===== config.mk =====
export PLATFORM = sky130hd
export DESIGN_NAME = mdu_seq
export DESIGN_NICKNAME = d
export VERILOG_FILES = /design/src/rtl/mdu_seq.sv
export SDC_FILE = /design/constraint.sdc
export NUM_CORES = 1
export LEC_CHECK = 0
export CORE_MARGIN = 10
export CORE_UTILIZATION = 64
export DETAILED_ROUTE_END_ITERATION = 7
export PLACE_DENSITY = 0.95
export SYNTH_ARGS = -nofsm -noshare
export SYNTH_HDL_FRONTEND = slang
export SYNTH_SLANG_ARGS = --single-unit

===== constraint.sdc =====
create_clock -name clk -period 8.2 [get_ports clk]
set_input_delay 2.05 -clock clk [delete_from_list [all_inputs] [get_ports clk]]
set_output_delay 2.05 -clock clk [all_outputs]
set_load 0.01 [all_outputs]

===== src/rtl/mdu_seq.sv =====
//------------------------------------------------------------------------------
// Module   : mdu_seq
// Function : Iterative multiply/divide unit owning the HI/LO registers.
//            Shift-add multiply and restoring divide, one bit per clock.
// Revision : 1.0 - initial release
//------------------------------------------------------------------------------
`default_nettype none

module mdu_seq #(
    parameter int WIDTH = 32
) (
    input  logic             clk,
    input  logic             rst_n,
    input  logic             start,
    input  logic [2:0]       op,
    input  logic [WIDTH-1:0] a,
    input  logic [WIDTH-1:0] b,
    output logic             busy,
    output logic             done,
    output logic [WIDTH-1:0] hi,
    output logic [WIDTH-1:0] lo
);

    localparam int                c_CNT_W    = $clog2(WIDTH);
    localparam logic [c_CNT_W-1:0] c_CNT_INIT = c_CNT_W'(WIDTH - 1);
    localparam logic [c_CNT_W-1:0] c_CNT_ONE  = c_CNT_W'(1);

    typedef enum logic [1:0] {
        S_IDLE = 2'd0,
        S_CALC = 2'd1,
        S_SIGN = 2'd2
    } state_t;

    state_t               r_state;
    state_t               w_state_nxt;
    logic [c_CNT_W-1:0]   r_cnt;
    logic                 r_is_div;
    logic                 r_neg_q;
    logic                 r_neg_r;
    logic                 r_div0;
    logic [WIDTH-1:0]     r_opb;
    logic [2*WIDTH-1:0]   r_prod;
    logic [WIDTH-1:0]     r_rem;
    logic [WIDTH-1:0]     r_hi;
    logic [WIDTH-1:0]     r_lo;
    logic                 r_done;

    logic                 w_start_md;
    logic                 w_signed;
    logic                 w_a_neg;
    logic                 w_b_neg;
    logic [WIDTH-1:0]     w_a_mag;
    logic [WIDTH-1:0]     w_b_mag;
    logic [WIDTH:0]       w_sum;
    logic [WIDTH:0]       w_trial;
    logic [WIDTH:0]       w_diff;
    logic                 w_qbit;
    logic [2*WIDTH-1:0]   w_prod_fin;
    logic [WIDTH-1:0]     w_quo_fin;
    logic [WIDTH-1:0]     w_rem_fin;

    assign w_start_md = (r_state == S_IDLE) && start && !op[2];
    assign w_signed   = !op[0];
    assign w_a_neg    = w_signed && a[WIDTH-1];
    assign w_b_neg    = w_signed && b[WIDTH-1];
    assign w_a_mag    = w_a_neg ? -a : a;
    assign w_b_mag    = w_b_neg ? -b : b;

    // Multiply: add the multiplicand into the upper half, keeping the carry.
    assign w_sum = {1'b0, r_prod[2*WIDTH-1:WIDTH]}
                 + {1'b0, r_opb & {WIDTH{r_prod[0]}}};

    // Divide: dividend bits shift out of r_prod MSB-first, quotient bits shift in.
    assign w_trial = {r_rem, r_prod[WIDTH-1]};
    assign w_diff  = w_trial - {1'b0, r_opb};
    assign w_qbit  = !w_diff[WIDTH];

    assign w_prod_fin = r_neg_q ? -r_prod : r_prod;
    assign w_quo_fin  = r_div0  ? {WIDTH{1'b1}}
                      : (r_neg_q ? -r_prod[WIDTH-1:0] : r_prod[WIDTH-1:0]);
    // With a zero divisor the remainder path reproduces |a|, so the sign fix restores a.
    assign w_rem_fin  = r_neg_r ? -r_rem : r_rem;

    always_ff @(posedge clk or negedge rst_n) begin
        if (!rst_n) begin
            r_state <= S_IDLE;
        end else begin
            r_state <= w_state_nxt;
        end
    end

    always_comb begin
        w_state_nxt = r_state;
        case (r_state)
            S_IDLE:  if (w_start_md) w_state_nxt = S_CALC;
            S_CALC:  if (r_cnt == '0) w_state_nxt = S_SIGN;
            S_SIGN:  w_state_nxt = S_IDLE;
            default: w_state_nxt = S_IDLE;
        endcase
    end

    always_ff @(posedge clk or negedge rst_n) begin
        if (!rst_n) begin
            r_cnt    <= '0;
            r_is_div <= 1'b0;
            r_neg_q  <= 1'b0;
            r_neg_r  <= 1'b0;
            r_div0   <= 1'b0;
            r_opb    <= '0;
            r_prod   <= '0;
            r_rem    <= '0;
            r_hi     <= '0;
            r_lo     <= '0;
            r_done   <= 1'b0;
        end else begin
            r_done <= 1'b0;
            case (r_state)
                S_IDLE: begin
                    if (w_start_md) begin
                        r_cnt    <= c_CNT_INIT;
                        r_is_div <= op[1];
                        r_neg_q  <= w_a_neg ^ w_b_neg;
                        r_neg_r  <= w_a_neg;
                        r_div0   <= op[1] && (b == '0);
                        r_opb    <= w_b_mag;
                        r_prod   <= {{WIDTH{1'b0}}, w_a_mag};
                        r_rem    <= '0;
                    end else if (start && op[2] && !op[1]) begin
                        if (op[0]) begin
                            r_lo <= a;
                        end else begin
                            r_hi <= a;
                        end
                    end
                end
                S_CALC: begin
                    r_cnt <= r_cnt - c_CNT_ONE;
                    if (r_is_div) begin
                        r_rem               <= w_qbit ? w_diff[WIDTH-1:0] : w_trial[WIDTH-1:0];
                        r_prod[WIDTH-1:0]   <= {r_prod[WIDTH-2:0], w_qbit};
                    end else begin
                        r_prod <= {w_sum, r_prod[WIDTH-1:1]};
                    end
                end
                S_SIGN: begin
                    if (r_is_div) begin
                        r_hi <= w_rem_fin;
                        r_lo <= w_quo_fin;
                    end else begin
                        r_hi <= w_prod_fin[2*WIDTH-1:WIDTH];
                        r_lo <= w_prod_fin[WIDTH-1:0];
                    end
                    r_done <= 1'b1;
                end
                default: ;
            endcase
        end
    end

    assign busy = (r_state != S_IDLE);
    assign done = r_done;
    assign hi   = r_hi;
    assign lo   = r_lo;

endmodule

`default_nettype wire


==> results.md, run 1 <==
- Status: finished clean
- R2R Setup Slk: 3.36 ns
- Core Box Area: 0.0243 mm^2
- Seq/Total Area, Yosys: 32.3%
- Synth cell count leaders: o21ai_0 (235), nand2_1 (222), dfrtp_1 (204)
- HP Class: reg -> reg
- Crit path cell chain: clkdlybuf4s50_1 -> or3_1 -> nor3b_1 -> and2_0 -> nand3_1 -> nor4_1 -> nand2_1 -> nand3_1 -> o21ai_0 -> a221oi_1
- Drt first-iter violations: 2114
- FMAX: 206 MHz
- Fin Setup TNS: 0 ns
- Final Hold Fails: 0
- Layout Nets: 2149
- Largest net degree at the start of global routing: 93
- Initial antenna violation count: 1
- Top-count cell post-synth: o21ai_0
- RePlAce Congestion: 1.00
- Placed cells: 2305
- Critical path's slowest cell: nor3b_1
- Worst reg2reg path depth: 12
- Cts hold-fix bufs: 0
- CTS root buf: clkbuf_16
- Peak VDD IR: 0.273 mV
- Area Overhead vs Synth: 14.9%
- Worst-Margin Slew: 1.17 ns
- Area share of the largest cell type after synthesis: 32.3%
- TritonRoute pass-1 iters: 6
- Clk sinks: 204
- Max-slew headroom: 22.1%
- R2R Path Start: r_prod[0]
- WS Path Type: in -> reg
- Routed WL: 52.3 mm
- Leak: 0.00764 uW
- Area leader, netlist: dfrtp_1
- Yosys cell types: 64
- Cell area after synthesis: 0.0158 mm^2
- Non-Filler Instances: 2348
- Cell Pwr Density: 434 mW/mm^2
- Post_cts resized: 0
- Post-DP HPWL: 38.7 mm
- Hold EP: lo[16]
- Clk Latency, worst-skew pair: 0.53 ns
- Rows: 57
- Synth Instances: 1943
- Boundary pin count: 136
- Crit path launch: a[3]
- Vias in the first global route: 14900
- CP required: 8.62 ns
- Grt ovf: 0
- Die height: 177 um
- Worst EP arrival: 5.26 ns
- Syn Nets: 2085
- Top_reg_cell synth: dfrtp_1
- Synth area leaders: dfrtp_1 (32%), o21ai_0 (7.4%), xnor2_1 (6.5%), ha_1 (5.5%), nand2_1 (5.3%)
- Die Wd: 177 um
- Min-Delay Startpoint: lo[16]
- Top cell by count, worst path: nand3_1
- Minimum clock period after layout: 4.85 ns
- Synth async-reset ratio: 100%
- Final setup fails: 0
- Clk buf depth: 3
- CTS buffer count: 24
- Worst-path fanout max: 7
- YS warnings: 0
- RSZ-0062 raised after global routing: false
- GRT Resource Usage Total: 32.2%
- FF+latch count, synth: 204
- Slowest stage delay, CP: 0.54 ns
- R2r endpoint: hi[0]
- Vias: 16000
- Reg clk slew, reported paths: 0.06 ns
- Max cap viols: 0
- Layout cells sized above 1: 3.95%
- Post-Syn Area per Cell: 8.14 um^2
- N_diodes: 0
- Routed Antenna Nets: 0
- Hold path cells: 2
- Max H-tree Level: 1
- First-pass GRT wire length: 82.1 mm
- Drt via density: 6.82
- Number of port buffers: 135
- Final period util: 59.1%
- Worst setup SP type: primary input
- DR WL/cell: 22.3 um
- Clock Skew: 0.0105 ns
- Initial core utilization: 65.0%
- Pins Over Slew Limit: 0
- CTS tree: yes
- Crit end category: flip-flop
- EDFF count, synth: 0
- Worst hold margin: 0.478 ns
- DR DRC count: 0
- Die area: 0.0314 mm^2
- Setup repair bufs after CTS: 0
==> layer usage <==
metal	vias up	routed length [um]	GRT usage, %
met2	1032	23800	51.5
met5	-	13	0
met3	160	5790	6.55
li1	7193	-	-
met1	7638	20400	41.4
met4	2	2320	14.1
==> logic make-up (layout without fill, tap and decap cells) <==
| logic type | after synthesis | count (layout) | share of synthesized area [%] |
|---|---|---|---|
| AOI/OAI and AO/OA | 639 | 639 | 25.3 |
| muxes | 62 | 62 | 3.92 |
| buffers and inverters | 180 | 261 | 4.33 |
| adders and majority gates | 72 | 72 | 5.79 |
| xor gates and xnor gates | 183 | 183 | 10.1 |
| DFF | 204 | 204 | 32.3 |
| and+or+nand+nor | 603 | 603 | 18.2 |
==> how the worst max path moves through the flow <==
stage / to / depth (start not counted) / slack (ns)
finish: r_prod[29] / 10 / 3.35
global route: r_prod[29] / 10 / 3.10
CTS: r_prod[29] / 10 / 3.47
detailed placement: r_prod[29] / 10 / 2.95
global placement: r_prod[29] / 10 / 2.98
floorplan: r_prod[29] / 10 / 4.00
==> flip-flops by register name (all words and copies together) (netlist names) <==
| register | flops |
|---|---|
| done | 1 |
| hi | 32 |
| lo | 32 |
| r_cnt | 5 |
| r_div0 | 1 |
| r_is_div | 1 |
| r_neg_q | 1 |
| r_neg_r | 1 |
| r_opb | 32 |
| r_prod | 64 |
| r_rem | 32 |
| r_state | 2 |
==> where the power goes <==
group	total, uW	internal, uW	switching [uW]
Clock	1210	758	448
Combinational	4580	1970	2610
Sequential	2090	1460	633
Total	7880	4190	3700
==> metrics by stage <==
step           total power, uW  area, um^2  utilization, %  setup WS (ns)
5_1_grt                   8390       18200            74.7           3.10
4_1_cts                   7760       18200            74.7           3.47
6_report                  7880       18200            74.7           3.35
2_1_floorplan             5130       15800               -           4.00
3_5_place_dp              6520       17300            71.1           2.95
3_3_place_gp              6330       17300            71.1           2.98
==> layout by cell type (no fill, tap or decap), types with 17 or more instances in the layout <==
cell,netlist,final
inv_1,65,65
a21oi_1,111,111
xnor2_1,117,117
clkdlybuf4s50_1,0,134
or3_1,43,43
nand2b_1,31,30
nor4_1,17,17
ha_1,70,70
nor2_1,128,128
o31ai_1,34,34
dfrtp_1,204,202
a21o_1,45,45
o211ai_1,36,36
nand3_1,38,37
o21ai_0,235,235
o22ai_1,37,37
clkbuf_16,0,25
xor2_1,66,66
mux2i_1,62,62
nand2_1,222,222
nor3_1,28,28
and3_1,26,26
buf_4,0,18
==> final cells by class <==
class                           instances  area, um^2
Inverter                               65         244
Sequential cell                       204        5110
Multi-Input combinational cell       1559       10000
Fill cell                            1764        6150
Clock buffer                           35         713
Tap cell                              324         405
Clock inverter                          8         169
Timing Repair Buffer                  153        1490
==> worst max-delay path: cells and delay by family <==
| family | cells | cell delay, ns |
|---|---|---|
| AO/OA/AOI/OAI | 2 | 0.40 |
| AND/OR/NAND/NOR | 7 | 2.27 |
| buffers and inverters | 1 | 0.52 |
No activity file was read; power rests on OpenSTA's default activity.
==> inputs of run 2 (changes only) <==
--- a/config.mk
+++ b/config.mk
@@ -6,9 +6,9 @@
 export NUM_CORES = 1
 export LEC_CHECK = 0
 export CORE_MARGIN = 10
-export CORE_UTILIZATION = 64
+export CORE_UTILIZATION = 60
 export DETAILED_ROUTE_END_ITERATION = 7
-export PLACE_DENSITY = 0.95
+export PLACE_DENSITY = 0.93
 export SYNTH_ARGS = -nofsm -noshare
 export SYNTH_HDL_FRONTEND = slang
 export SYNTH_SLANG_ARGS = --single-unit
==> constraint.sdc (replaced) <==
create_clock -name clk -period 4.9 [get_ports clk]
set_input_delay 1.225 -clock clk [delete_from_list [all_inputs] [get_ports clk]]
set_output_delay 1.225 -clock clk [all_outputs]
set_load 0.01 [all_outputs]
==> results.md, run 2 (synthesis gave the netlist of run 1 again) <==
- HP Class: reg -> reg
- Crit path cell chain: inv_1 -> buf_4 -> nor2_1 -> ha_1 -> a21oi_1 -> o21ai_0 -> a221o_1 -> or3_1 -> o211ai_1 -> o221ai_1 -> a21o_1 -> a2111oi_0 -> a21oi_1
- Grt ovf: 0 (unchanged)
- Drt via density: 6.77 (-0.75%)
- Net Sw Power: 6250 uW (+69%)
- Layout Nets: 2156 (+0.33%)
- CP endpoint: r_prod[63]
- Worst-Margin Slew: 1.20 ns (+0.0298 ns)
- Final period util: 85.7%
- Die Wd: 182 um (+2.9%)
- Setup repair bufs after CTS: 0 (unchanged)
- Max-slew headroom: 20.3% (-1.8 points)
- Vias: 16000 (+0.056%)
- Initial core utilization: 60.9% (-4.2 points)
- R2R Setup Slk: 0.70 ns (-2.66 ns)
- CTS buffer count: 24 (unchanged)
- Cell depth of the worst setup path: 13 (+3)
- Buf+Inv Stages, Crit Path: 2 (+1)
- Status: finished clean
- Initial antenna violation count: 0 (-1)
- Most flops, register: r_prod
- Number of flip-flops in the largest register: 64 (unchanged)
- Max cap viols: 0 (unchanged)
- Sw Share: 47.8% (+0.93 points)
- Slowest stage delay, CP: 0.49 ns (-0.05 ns)
- Most common cell after layout, fill and taps aside: o21ai_0
- Fin Setup TNS: 0 ns (unchanged)
- RSZ-0062 raised after global routing: false
- Total power draw: 13100 uW (+66%)
- Largest net degree at the start of global routing: 120 (+29%)
- Leak: 0.00764 uW (about the same)
- Vias in the first global route: 15500 (+3.9%)
- Worst-path fanout max: 31 (+24)
- Crit path launch: r_prod[0]
- Final setup fails: 0 (unchanged)
- R2R Path Start: r_prod[0]
- Routed WL: 53.3 mm (+1.9%)
- Reg power frac: 27.4% (+0.8 points)
- Clk buf depth: 3 (unchanged)
- Rows: 59 (+3.5%)
- Layout cells sized above 1: 4.19% (+0.23 points)
- Internal Power: 6820 uW (+63%)
- Worst hold margin: 0.475 ns (-0.00240 ns)
- Final Hold Fails: 0 (unchanged)
- WS Path Type: reg -> reg
- DR DRC count: 0 (unchanged)
- CTS tree: yes
- Core Box Area: 0.0260 mm^2 (+6.8%)
- Post_cts resized: 0 (unchanged)
- Max H-tree Level: 1 (unchanged)
- Minimum clock period after layout: 4.20 ns
- Number of port buffers: 135 (unchanged)
- DR WL/cell: 22.5 um (+1.1%)
- Combinational Power Share: 58.7% (+0.6 points)
- FMAX: 238 MHz
- Drt first-iter violations: 2203 (+4.2%)
- GRT Resource Usage Total: 30.9% (-1.3 points)
- Cts hold-fix bufs: 0 (unchanged)
- Boundary pin count: 136 (unchanged)
- Placed cells: 2323 (+0.78%)
- Worst reg2reg path depth: 13 (+1)
- Clk Latency, worst-skew pair: 0.55 ns (+0.02 ns)
- CTS root buf: clkbuf_16
- Non-Filler Instances: 2367 (+0.81%)
- Pins Over Slew Limit: 0 (unchanged)
- Crit end category: flip-flop
- Critical path's slowest cell: dfrtp_1
- Cell Pwr Density: 719 mW/mm^2 (+66%)
- First-pass GRT wire length: 84.4 mm (+2.9%)
- Fin worst setup slack: 0.701 ns (-2.65 ns)
- R2r endpoint: r_prod[63]
- TritonRoute pass-1 iters: 8 (+2)
- Peak VDD IR: 0.447 mV (+64%)
- Top cell family by delay on the critical path: compound AO/OA/AOI/OAI gates
- Clock Skew: 0.0184 ns (+0.00786 ns)
- Top cell by count, worst path: a21oi_1
- Clk sinks: 204 (unchanged)
- Post-place setup slack: 0.660 ns (-2.29 ns)
- Worst setup SP type: flip-flop
- Worst EP arrival: 4.60 ns (-0.66 ns)
- Die area: 0.0333 mm^2 (+5.9%)
- Post-DP HPWL: 39.9 mm (+3.1%)
- Reg clk slew, reported paths: 0.06 ns (about the same)
- Area Overhead vs Synth: 14.9% (about the same)
- Die height: 182 um (+2.9%)
- CP required: 5.30 ns (-3.32 ns)
- RePlAce Congestion: 1.01 (+0.50%)
- Clock share of power: 14.0% (-1.3 points)
- Routed Antenna Nets: 0 (unchanged)
- Commonest non-fill, non-tap cells in the layout: o21ai_0 (235), nand2_1 (222), dfrtp_1 (202)
==> run 2: changes by cell type in the layout (fill, tap and decap cells not counted), sizes merged <==
cell,previous run,this run
buf,18,25
bufinv,5,2
clkinv,2,5
clkinvlp,0,1
diode,0,1
inv,66,65
==> run 2: layout make-up <==
type                    instances  area (um^2)
diodes                          1         2.50
clock buffers                  35          682
clock inverters                 8          104
fillers                      1949         7820
inverters                      65          244
multi-input cells            1559        10000
flip-flops and latches        204         5110
well taps                     335          419
repair buffers                160         1570
==> run 2: through the flow <==
step | area, um^2 | util (%)
finish | 18200 | 69.9
floorplan | 15800 | -
global route | 18200 | 69.9
global placement | 17400 | 66.9
CTS | 18200 | 69.9
detailed placement | 17400 | 66.9
==> run 2: worst register-to-register path: cells and delay by family, from the launching register on <==
kind | cells | cell delay, ns
AOI/OAI and AO/OA | 8 | 2.28
and+or+nand+nor | 2 | 0.44
DFF | 1 | 0.49
adders and majority gates | 1 | 0.39
buffers and inverters | 2 | 0.47
==> run 2: per-layer routing <==
metal  up-vias  GRT usage [%]  share of wire, %
met5         -              0                 0
met4         0           17.3               6.3
met3       231           5.82                10
met2      1032           49.5                45
met1      7559           38.4                38
li1       7212              -                 -
==> run 2: worst min-delay path by stage <==
stage / startpoint / to / cells past startpoint
2_1_floorplan: r_opb[10] / r_opb[10] / 2
3_3_place_gp: lo[11] / lo[11] / 2
3_5_place_dp: lo[5] / lo[5] / 2
4_1_cts: lo[5] / lo[5] / 2
5_1_grt: lo[27] / lo[27] / 1
6_report: lo[9] / lo[9] / 2
==> run 2: power by group through the flow <==
stage	Sequential (uW)	Combinational [uW]	Clock, uW
after floorplan	3170	5420	0
after global placement	3480	7240	0
after detailed placement	3520	7490	0
after CTS	3500	7550	1830
after global routing	3660	8390	1900
final	3580	7670	1820
